[src/rtl/ps2_io_port.sv]
// CPU-facing register port for a PS/2 receiver: captures one 32-bit word per
// listo rising edge into a circular FIFO and exposes DATA/STATUS/CONTROL registers.
module ps2_io_port #(
    parameter int DEPTH = 4
) (
    input  logic        clk,
    input  logic        reset,
    input  logic [31:0] joi,
    input  logic        listo,
    input  logic [1:0]  addr,
    input  logic        rd_strobe,
    input  logic        wr_strobe,
    input  logic [7:0]  wr_data,
    output logic [31:0] rd_data,
    output logic        rx_en,
    output logic        irq
);

    localparam int PW = $clog2(DEPTH);
    localparam int CW = $clog2(DEPTH) + 1;

    localparam logic [1:0] A_DATA   = 2'd0;
    localparam logic [1:0] A_STATUS = 2'd1;
    localparam logic [1:0] A_CTRL   = 2'd2;

    logic [31:0]   r_mem [DEPTH];
    logic [PW-1:0] r_wptr;
    logic [PW-1:0] r_rptr;
    logic [CW-1:0] r_count;
    logic          r_ovf;
    logic          r_listo_prev;
    logic          r_rx_enable;
    logic          r_irq_en;

    logic          w_empty;
    logic          w_full;
    logic          w_push_req;
    logic          w_flush;
    logic          w_ctrl_wr;
    logic          w_data_rd;
    logic          w_pop;
    logic          w_push;
    logic          w_ovf_set;
    logic [CW-1:0] w_count_next;
    logic          w_full_next;
    logic          w_empty_next;
    logic          w_rx_enable_next;
    logic          w_irq_en_next;
    logic [4:0]    w_count5;
    logic [31:0]   w_status;
    logic [31:0]   w_rd_next;
    logic          w_unused;

    assign w_unused = &{1'b0, wr_data[7:3]};

    assign w_empty    = (r_count == '0);
    assign w_full     = (r_count == CW'(DEPTH));
    assign w_push_req = listo & ~r_listo_prev;
    assign w_ctrl_wr  = wr_strobe & (addr == A_CTRL);
    assign w_flush    = w_ctrl_wr & wr_data[2];
    assign w_data_rd  = rd_strobe & (addr == A_DATA);

    // A pop frees the head slot on the same edge, so a full FIFO can still
    // accept a coincident push; flush overrides both.
    assign w_pop     = w_data_rd & ~w_empty & ~w_flush;
    assign w_push    = w_push_req & ~w_flush & (~w_full | w_pop);
    assign w_ovf_set = w_push_req & ~w_flush & w_full & ~w_pop;

    always_comb begin
        w_count_next = r_count;
        if (w_flush)
            w_count_next = '0;
        else if (w_push && !w_pop)
            w_count_next = r_count + 1'b1;
        else if (w_pop && !w_push)
            w_count_next = r_count - 1'b1;
    end

    assign w_full_next      = (w_count_next == CW'(DEPTH));
    assign w_empty_next     = (w_count_next == '0);
    assign w_rx_enable_next = w_ctrl_wr ? wr_data[0] : r_rx_enable;
    assign w_irq_en_next    = w_ctrl_wr ? wr_data[1] : r_irq_en;

    assign w_count5 = 5'(r_count);
    assign w_status = {24'd0, r_ovf, w_count5, w_full, w_empty};

    always_comb begin
        w_rd_next = rd_data;
        if (rd_strobe) begin
            case (addr)
                A_DATA:   w_rd_next = w_pop ? r_mem[r_rptr] : 32'd0;
                A_STATUS: w_rd_next = w_status;
                A_CTRL:   w_rd_next = {30'd0, r_irq_en, r_rx_enable};
                default:  w_rd_next = 32'd0;
            endcase
        end
    end

    // Storage carries no reset: contents are only visible through count/pointers.
    always_ff @(posedge clk) begin
        if (reset && w_push)
            r_mem[r_wptr] <= joi;
    end

    always_ff @(posedge clk) begin
        if (!reset) begin
            r_wptr       <= '0;
            r_rptr       <= '0;
            r_count      <= '0;
            r_ovf        <= 1'b0;
            r_listo_prev <= 1'b0;
            r_rx_enable  <= 1'b1;
            r_irq_en     <= 1'b0;
            rd_data      <= 32'd0;
            rx_en        <= 1'b1;
            irq          <= 1'b0;
        end else begin
            r_listo_prev <= listo;
            r_count      <= w_count_next;
            r_rx_enable  <= w_rx_enable_next;
            r_irq_en     <= w_irq_en_next;
            rd_data      <= w_rd_next;
            rx_en        <= w_rx_enable_next & ~w_full_next;
            irq          <= w_irq_en_next & ~w_empty_next;
            if (w_flush) begin
                r_wptr <= '0;
                r_rptr <= '0;
                r_ovf  <= 1'b0;
            end else begin
                if (w_push)
                    r_wptr <= r_wptr + 1'b1;
                if (w_pop)
                    r_rptr <= r_rptr + 1'b1;
                if (w_ovf_set)
                    r_ovf <= 1'b1;
            end
        end
    end

endmodule

[config.mk]
export PLATFORM = sky130hd
export DESIGN_NAME = ps2_io_port
export DESIGN_NICKNAME = d
export VERILOG_FILES = /design/src/rtl/ps2_io_port.sv
export SDC_FILE = /design/constraint.sdc
export NUM_CORES = 1
export LEC_CHECK = 0
export ABC_AREA = 0
export CAP_MARGIN = 20
export CORE_ASPECT_RATIO = 0.6
export CORE_MARGIN = 2
export CORE_UTILIZATION = 40
export CTS_CLUSTER_DIAMETER = 40
export DETAILED_ROUTE_END_ITERATION = 12
export GPL_TIMING_DRIVEN = 1
export SLEW_MARGIN = 20
export SYNTH_ARGS = -nofsm -noshare
export SYNTH_HDL_FRONTEND = slang
export SYNTH_SLANG_ARGS = --single-unit
[constraint.sdc]
create_clock -name clk -period 2.6 [get_ports clk]
set_input_delay 0.26 -clock clk [delete_from_list [all_inputs] [get_ports clk]]
set_output_delay 0.26 -clock clk [all_outputs]
set_load 0.05 [all_outputs]
-- Yosys cells after proc, flatten, opt, wreduce, memory -nomap -nowiden
Memories as Yosys holds them, arrays and structs flattened. A register that Yosys moved wholly into a read port is not among the register bits.
Index checks and enable logic that the tools add are counted.
- bits in writable memories: 128
- logic and storage cells: 60
- bits of input ports: 47
- bits in registers: 45
- output and inout bits: 34
- memories: 1
- reduce and logical (&&, ||, !) cells: 9
- bitwise operators: 21
- equality and inequality tests: 4
- $add $sub $neg: 4
- muxes and demuxes: 11
- memories (memory ; depth ; bits a word ; read ports ; clocked after Yosys merged registers in ; write ports ; RTL line ; text):
    r_mem ; 4 ; 32 ; 1 ; 1 ; 1 ; 26 ; logic [31:0] r_mem [DEPTH];
- operators by type and width (cell ; number):
    case mux 32 bit (3 select lines) ; 1
    two-way mux 32 bit ; 1
    AND 1 bit ; 12
    two-way mux 3 bit ; 3
    NOT 1 bit ; 8
    equality test 3 bit, second input constant ; 2
    logical NOT 3 bit ; 2
    adder 2 x 1 -> 2 bit, second input constant ; 2
    two-way mux 1 bit ; 4
    two-way mux 2 bit ; 2
    adder 3 x 1 -> 3 bit, second input constant ; 1
    logical AND 1 bit ; 3
    subtractor 3 x 1 -> 3 bit, second input constant ; 1
    equality test 2 x 1 -> 1 bit, second input constant ; 1
    equality test 2 bit, second input constant ; 1
    logical NOT 1 bit ; 2
    logical NOT 2 bit ; 1
    OR reduction 2 bit ; 1
    bitwise OR 1 bit ; 1

-- Depth between registers and ports, before layout
Gate-level depths: netlist of run 1.
- depth in word-level cells: 15
- mapped depth: 8

-- Least setup slack after synthesis of run 1
OpenSTA, ideal clock, no wires.
- path kind: flip-flop to flip-flop
- start point: register r_count[0]
- end point: memory r_mem[1][0], enable pin
- path buffers: 0
- cell stages (with the launch flop): 5
- setup slack: 0.181 ns
- library setup time: 0.392 ns
- period minus slack after synthesis: 2.419 ns
- data arrival time: 2.027 ns
- cell sequence: dfxtp_1 > inv_1 > ha_1 > a311oi_2 > and3_1
- cells in the longest elaborated chain, start to end: 9
- ends and longest elaborated chain (what ; RTL line ; text):
    start: declaration ; 29 ; logic [CW-1:0] r_count;
    start signal: assignment ; 119 ; r_count <= w_count_next;
    logical NOT 3 bit ; 56 ; assign w_empty = (r_count == '0);
    NOT 1 bit ; 65 ; assign w_pop = w_data_rd & ~w_empty & ~w_flush;
    AND 1 bit (2 in series) ; 65 ;
    bitwise OR 1 bit * ; 66 ; assign w_push = w_push_req & ~w_flush & (~w_full | w_pop);
    AND 1 bit * ; 66 ;
    logical AND 1 bit * ; 101 ; if (reset && w_push)
    two-way mux 1 bit * ; 101 ;
    two-way mux 1 bit (not written as such) * ; 102 ; r_mem[r_wptr] <= joi;
    end: declaration ; 26 ;
Every way passes the cells marked *; elsewhere a longest branch is shown, timed or not.

-- Worst setup path in the final report of run 1
- start point: register r_count[0]
- end point: register irq
- cells in the longest elaborated chain, start to end: 14
- ends and longest elaborated chain (what ; RTL line ; text):
    logical NOT 3 bit ; 56 ;
    NOT 1 bit ; 65 ;
    AND 1 bit (2 in series) ; 65 ;
    bitwise OR 1 bit ; 66 ;
    AND 1 bit ; 66 ;
    logical NOT 1 bit ; 75 ; else if (w_pop && !w_push)
    logical AND 1 bit ; 75 ;
    two-way mux 3 bit ; 75 ;
    two-way mux 3 bit * ; 73 ; else if (w_push && !w_pop)
    two-way mux 3 bit * ; 71 ; if (w_flush)
    logical NOT 3 bit * ; 80 ; assign w_empty_next = (w_count_next == '0);
    NOT 1 bit * ; 124 ; irq <= w_irq_en_next & ~w_empty_next;
    AND 1 bit * ; 124 ;
    end signal: assignment ; 124 ;
    end: declaration ; 16 ; output logic irq
Marked as above.
A chain may end at the register's enable or synchronous reset.

==> results of run 1 <==
==> routing by layer <==
metal	wire length (µm)	track usage [%]	up-vias	part of all wire (%)
met5	0	0	-	0
met4	170	5.43	0	1.3
met3	659	4.09	16	4.9
met2	5910	24.1	99	44
met1	6700	22.9	1832	50
li1	-	-	1702	-
==> sequential cells by signal, indices dropped and copies added, names as in the netlist, 2 cells and up, named ones only <==
name     count
rd_data     32
r_count      3
r_wptr       2
r_rptr       2
r_mem      128
==> synth_stat cells, drive strengths merged (2+ instances only) <==
cell and count:
a211oi 4, a21oi 29, a22oi 5, and2b 2, and3 6, buf 4, clkbuf 14, dfxtp 47
edfxtp 128, ha 7, inv 5, mux2i 2, mux4 32, nand2 8, nand3 4, nor2 43
nor2b 29, nor4b 2, o211ai 2, o31a 2, xnor2 3, xor2 2
==> final cells by class <==
type | instances | share of cell area, %
clock inverters | 13 | 2.13
inverters | 5 | 0.224
flip-flops and latches | 175 | 57.0
multi-input cells | 196 | 20.7
well taps | 209 | 3.12
clock buffers | 19 | 5.28
repair buffers | 96 | 11.5
==> worst max path at each step <==
stage | startpoint | end | depth (start not counted)
after floorplan | r_count[0] | r_mem[1][0] | 4
after global placement | addr[0] | r_mem[2][11] | 5
after detailed placement | addr[0] | r_mem[0][11] | 5
after CTS | r_count[0] | irq | 7
after global routing | r_count[0] | irq | 7
final | r_count[0] | irq | 7
==> cells by family (layout without fill, tap and decap cells) <==
| group | count (synthesis) | after routing | synth area share (%) |
|---|---|---|---|
| and+or+nand+nor | 101 | 101 | 8.09 |
| muxes | 34 | 34 | 11.2 |
| adders and majority gates | 7 | 7 | 1.33 |
| AOI/OAI and AO/OA | 49 | 49 | 4.89 |
| xor gates and xnor gates | 5 | 5 | 0.663 |
| DFF | 175 | 175 | 72.4 |
| buffers and inverters | 23 | 133 | 1.38 |
==> worst max-delay path, cell delays in order (launching register included) <==
cell and delay, ns:
dfxtp_1 0.48, inv_1 0.13, ha_1 0.27, nor2b_1 0.21, or3_4 0.43, and3_4 0.20, a221oi_2 0.32, o31a_2 0.20
==> report_power, final <==
part	internal [W]	total [W]	switching [W]
clock network	0.00156	0.00266	0.00110
registers	0.00306	0.00309	0.0000291
logic	0.000196	0.000427	0.000232
==> through the flow <==
step	hold slack, ns	total power (W)	instances
2_1_floorplan	0.359	0.00338	394
3_3_place_gp	0.462	0.00357	681
3_5_place_dp	0.485	0.00358	681
4_1_cts	0.448	0.00623	713
5_1_grt	0.471	0.00638	713
6_report	0.459	0.00618	713
==> metrics, run 1 <==
Cells after Synth 394; fin crit share 87.7%; area added between synthesis and finish 27.1%; FF-to-FF Start r_count[0]; Final Hold Fails 0; CP required 2.97 ns; initial antenna violation count 1; drt wl/cell 18.8 µm; top_reg_cell synth edfxtp_1; gr usage total 16.0%; pin count of the biggest net entering global routing 39; clk sinks 175; I/O pins 81; hold path cells 2; std cell rows 36; CP endpoint kind flip-flop; fill count 1317; data arrival time of the worst path 2.65 ns; vias in the first global route 3761; hold_buf cts 0; Synth Register Bits 175; total gr overflow 0; leakage 2.79 nW; Clock Tree Buf Depth 2; Placement Setup Slack 0.207 ns; synth unique cells 38; post-synthesis cell area 6610 µm²; Setup TNS 0 ns; Clk Latency, worst-skew pair 0.42 ns; Setup WS post-layout 0.319 ns; Post-DP HPWL 8490 µm; # port buffers 75; max-slew violations 0; RR Endpoint irq; via count 3649; worst hold endpoint r_listo_prev; number of flops mapped to enable cells by yosys 128; maxcap violations 0; Avg Cell Area, Syn 16.8 µm²; largest cells by area after synthesis edfxtp_1, dfxtp_1, mux4_2, nor2b_1, nor2_1; fmax 438 MHz; Ys Warns 0; depth of the worst register-to-register path 7; sequential share of the synthesized area 72.4%; area leader, netlist edfxtp_1; final setup skew 0.00660 ns; root buffer cell clkbuf_16; final instance area 8390 µm²; kind of critical path reg2reg; Die W 170 µm; hold path startpoint listo; sequential cell area 4790 µm²; Synth async-reset ratio 0%; status complete, no violations; DRT antenna net count 0; Finish-stage setup viols 0; Rel. slew slack 63.1%; Finished Core Util 51.9%; min Tclk post-route 2.28 ns; Placement Cell Area 7770 µm²; DIE AREA 17600 µm²; H-tree levels 4; Post-CTS Resized 0; share of layout cells above drive strength 1 20.4%; Worst IR Drop VDD 0.360 mV; DRT Pass-1 Iters 4; clock transition at the registers of the reported paths 0.06 ns; first-pass GRT wire length 20700 µm; Startpoint Class flip-flop; Die Y 104 µm; DR DRC count 0; r2r setup slk 0.32 ns; area occupied by multi-input gates 1740 µm²; Synth Net Count 448; Yosys top cell area share 58.2%; Min-Delay Path Class in2reg; RSZ-0062 raised after global routing no; Routed WL 13400 µm; ANT cells 0; mean number of vias per cell 5.12; Power Dens Cells 736 nW/µm²; post-CTS setup buffer count 0; starting density of the core 40.8%; gpl congestion 0.773; Worst Max-Slew Pin Slew 0.553 ns; nets 545; commonest non-fill, non-tap cell in the layout edfxtp_1; worst-path maximum fanout 5; most frequent cells in the layout edfxtp_1, clkdlybuf4s50_1, dfxtp_1; total CTS buffers 17; CTS tree built; CORE AREA 16200 µm²; 1st-iter DRT viols 238
Note: power is estimated with default switching activity, not from simulation.
==> run 2: changes to the inputs <==
SKIP_CTS_REPAIR_TIMING = 1   (was default)
==> results of run 2 <==
Same layout as run 1: the final DEF is identical, and so are final timing and power.
==> run 3: changes to the inputs <==
clock period = 2.2 ns   (was 2.6 ns; I/O delays follow)
==> run 3 against run 2 <==
Compared with the run above: routed wire length decreased by 0.82%; fmax is 12% higher; largest cell class unchanged; clock power increased by 12%; via count increased by 0.47%; utilization is 0.45 points higher; non-clock buffer count is 8 higher; highest routed layer unchanged; worst hold slack got worse by 0.038 ns; largest power group unchanged; setup slack worse by 0.16 ns.
==> metrics, run 3 (synthesis gave the netlist of run 1 again) <==
status complete, no violations; H-tree levels 4 (unchanged); Finished Core Util 52.4% (+0.45 points); min Tclk post-route 2.05 ns (-0.236 ns); CTS tree built; Worst Max-Slew Pin Slew 0.508 ns (-0.0448 ns); worst-path maximum fanout 4 (-1); starting density of the core 40.8% (unchanged); DR DRC count 0 (unchanged); RSZ-0062 raised after global routing no; ANT cells 0 (unchanged); root buffer cell clkbuf_16; Power Dens Cells 843 nW/µm² (+15%); via count 3666 (+0.47%); Finish-stage setup viols 0 (unchanged); initial antenna violation count 0 (-1); Die Y 104 µm (unchanged); max reg flops 128 (unchanged); fmax 489 MHz (+12%); Top Registers r_mem x128, rd_data x32, r_count x3; CP required 2.51 ns (-0.46 ns); CP peak stage delay 0.37 ns (-0.11 ns); leakage 2.82 nW (+1.0%); gpl congestion 0.768 (-0.69%); clk sinks 175 (unchanged); Rel. slew slack 66.0% (+2.9 points); Die W 170 µm (unchanged); # port buffers 75 (unchanged); most frequent cells in the layout edfxtp_1, clkdlybuf4s50_1, dfxtp_1; Setup WS post-layout 0.155 ns (-0.164 ns); crit path cell chain inv_1 -> ha_1 -> nor2b_1 -> nor2_4 -> a32oi_1 -> xor2_1 -> o31a_2; Routed WL 13300 µm (-0.82%); max-slew violations 0 (unchanged); share of layout cells above drive strength 1 22.1% (+1.7 points); Startpoint Class flip-flop; Reg with most FFs r_mem; Clk Latency, worst-skew pair 0.42 ns (about the same); std cell rows 36 (unchanged); 1st-iter DRT viols 225 (-5.5%); CP delay by family, top compound AO/OA/AOI/OAI gates; kind of critical path reg2reg; Post-DP HPWL 8730 µm (+2.7%); mean number of vias per cell 5.09 (-0.51%); gr usage total 16.0% (-0.026 points); WP buf/inv 1 (unchanged); clock transition at the registers of the reported paths 0.07 ns (about the same); placed cell count 689 (+1.2%); total CTS buffers 17 (unchanged); I/O pins 81 (unchanged); Slowest cell on crit path nor2b_1; Setup TNS 0 ns (unchanged); Clock Tree Buf Depth 2 (unchanged); drt wl/cell 18.5 µm (-1.8%); first-pass GRT wire length 20900 µm (+0.90%); fin crit share 93.0% (+5.2 points); CORE AREA 16200 µm² (unchanged); non-filler instance count after layout 720 (+0.98%); DIE AREA 17600 µm² (unchanged); maxcap violations 0 (unchanged); DRT Pass-1 Iters 4 (unchanged); CP endpoint kind flip-flop; data arrival time of the worst path 2.35 ns (-0.30 ns); commonest non-fill, non-tap cell in the layout edfxtp_1; Placement Setup Slack -0.144 ns (-0.352 ns); vias in the first global route 3799 (+1.0%); DRT antenna net count 0 (unchanged); fill count 1300 (-1.3%); area added between synthesis and finish 28.2%; Min-Delay Path Class in2reg; pin count of the biggest net entering global routing 38 (-2.6%); nets 553 (+1.5%); Worst IR Drop VDD 0.495 mV (+38%); total gr overflow 0 (unchanged); Final Hold Fails 0 (unchanged); final setup skew 0.0123 ns (+0.00569 ns)
[run 3: changes by cell type in the layout (fill, tap and decap cells not counted), sizes merged]
cell,before,now
clkbuf,19,18
bufinv,3,2
buf,22,30
clkinvlp,1,3
inv,9,11
clkinv,5,2
[run 3: stage by stage]
stage | hold WS (ns) | cell area, µm² | power, W
finish | 0.421 | 8470 | 0.00714
global route | 0.437 | 8470 | 0.00740
CTS | 0.411 | 8450 | 0.00722
detailed placement | 0.472 | 7870 | 0.00425
global placement | 0.464 | 7870 | 0.00423
floorplan | 0.319 | 6610 | 0.00399
[run 3: where the power goes]
| part | switching (W) | internal (W) | leakage [nW] |
|---|---|---|---|
| Sequential | 0.0000298 | 0.00362 | 1.54 |
| Clock | 0.00127 | 0.00170 | 0.278 |
| Combinational | 0.000280 | 0.000244 | 1.00 |
| Total | 0.00158 | 0.00556 | 2.82 |
[run 3: worst register-to-register path, cell delays in order, from the launching register on]
cell     delay (ns)
dfxtp_2        0.34
inv_1          0.11
ha_1           0.26
nor2b_1        0.37
nor2_4         0.09
a32oi_1        0.33
xor2_1         0.14
o31a_2         0.30
[run 3: path summary, 6_finish.rpt]
check | startpoint | to | slack [ns] | depth (start not counted)
setup reg to reg | r_count[1] | rx_en | 0.15 | 7
hold / removal | listo | r_listo_prev | 0.42 | 2
hold reg to reg | rd_data[2] | rd_data[2] | 0.49 | 2
setup / recovery | r_count[1] | rx_en | 0.15 | 7
[run 3: cell type report]
class,instances,area (µm²),share of cell area (%)
clock buffers,18,429,5.07
clock inverters,13,154,1.82
inverters,5,18.8,0.222
multi-input cells,196,1750,20.7
flip-flops and latches,175,4790,56.6
well taps,209,262,3.09
repair buffers,104,1060,12.6
[run 3: metal layers]
metal | up-vias | track usage (%) | wire (µm)
met5 | - | 0 | 0
met4 | 0 | 4.03 | 88
met3 | 9 | 4.32 | 806
met2 | 98 | 23.4 | 5850
met1 | 1844 | 23.8 | 6580
li1 | 1715 | - | -
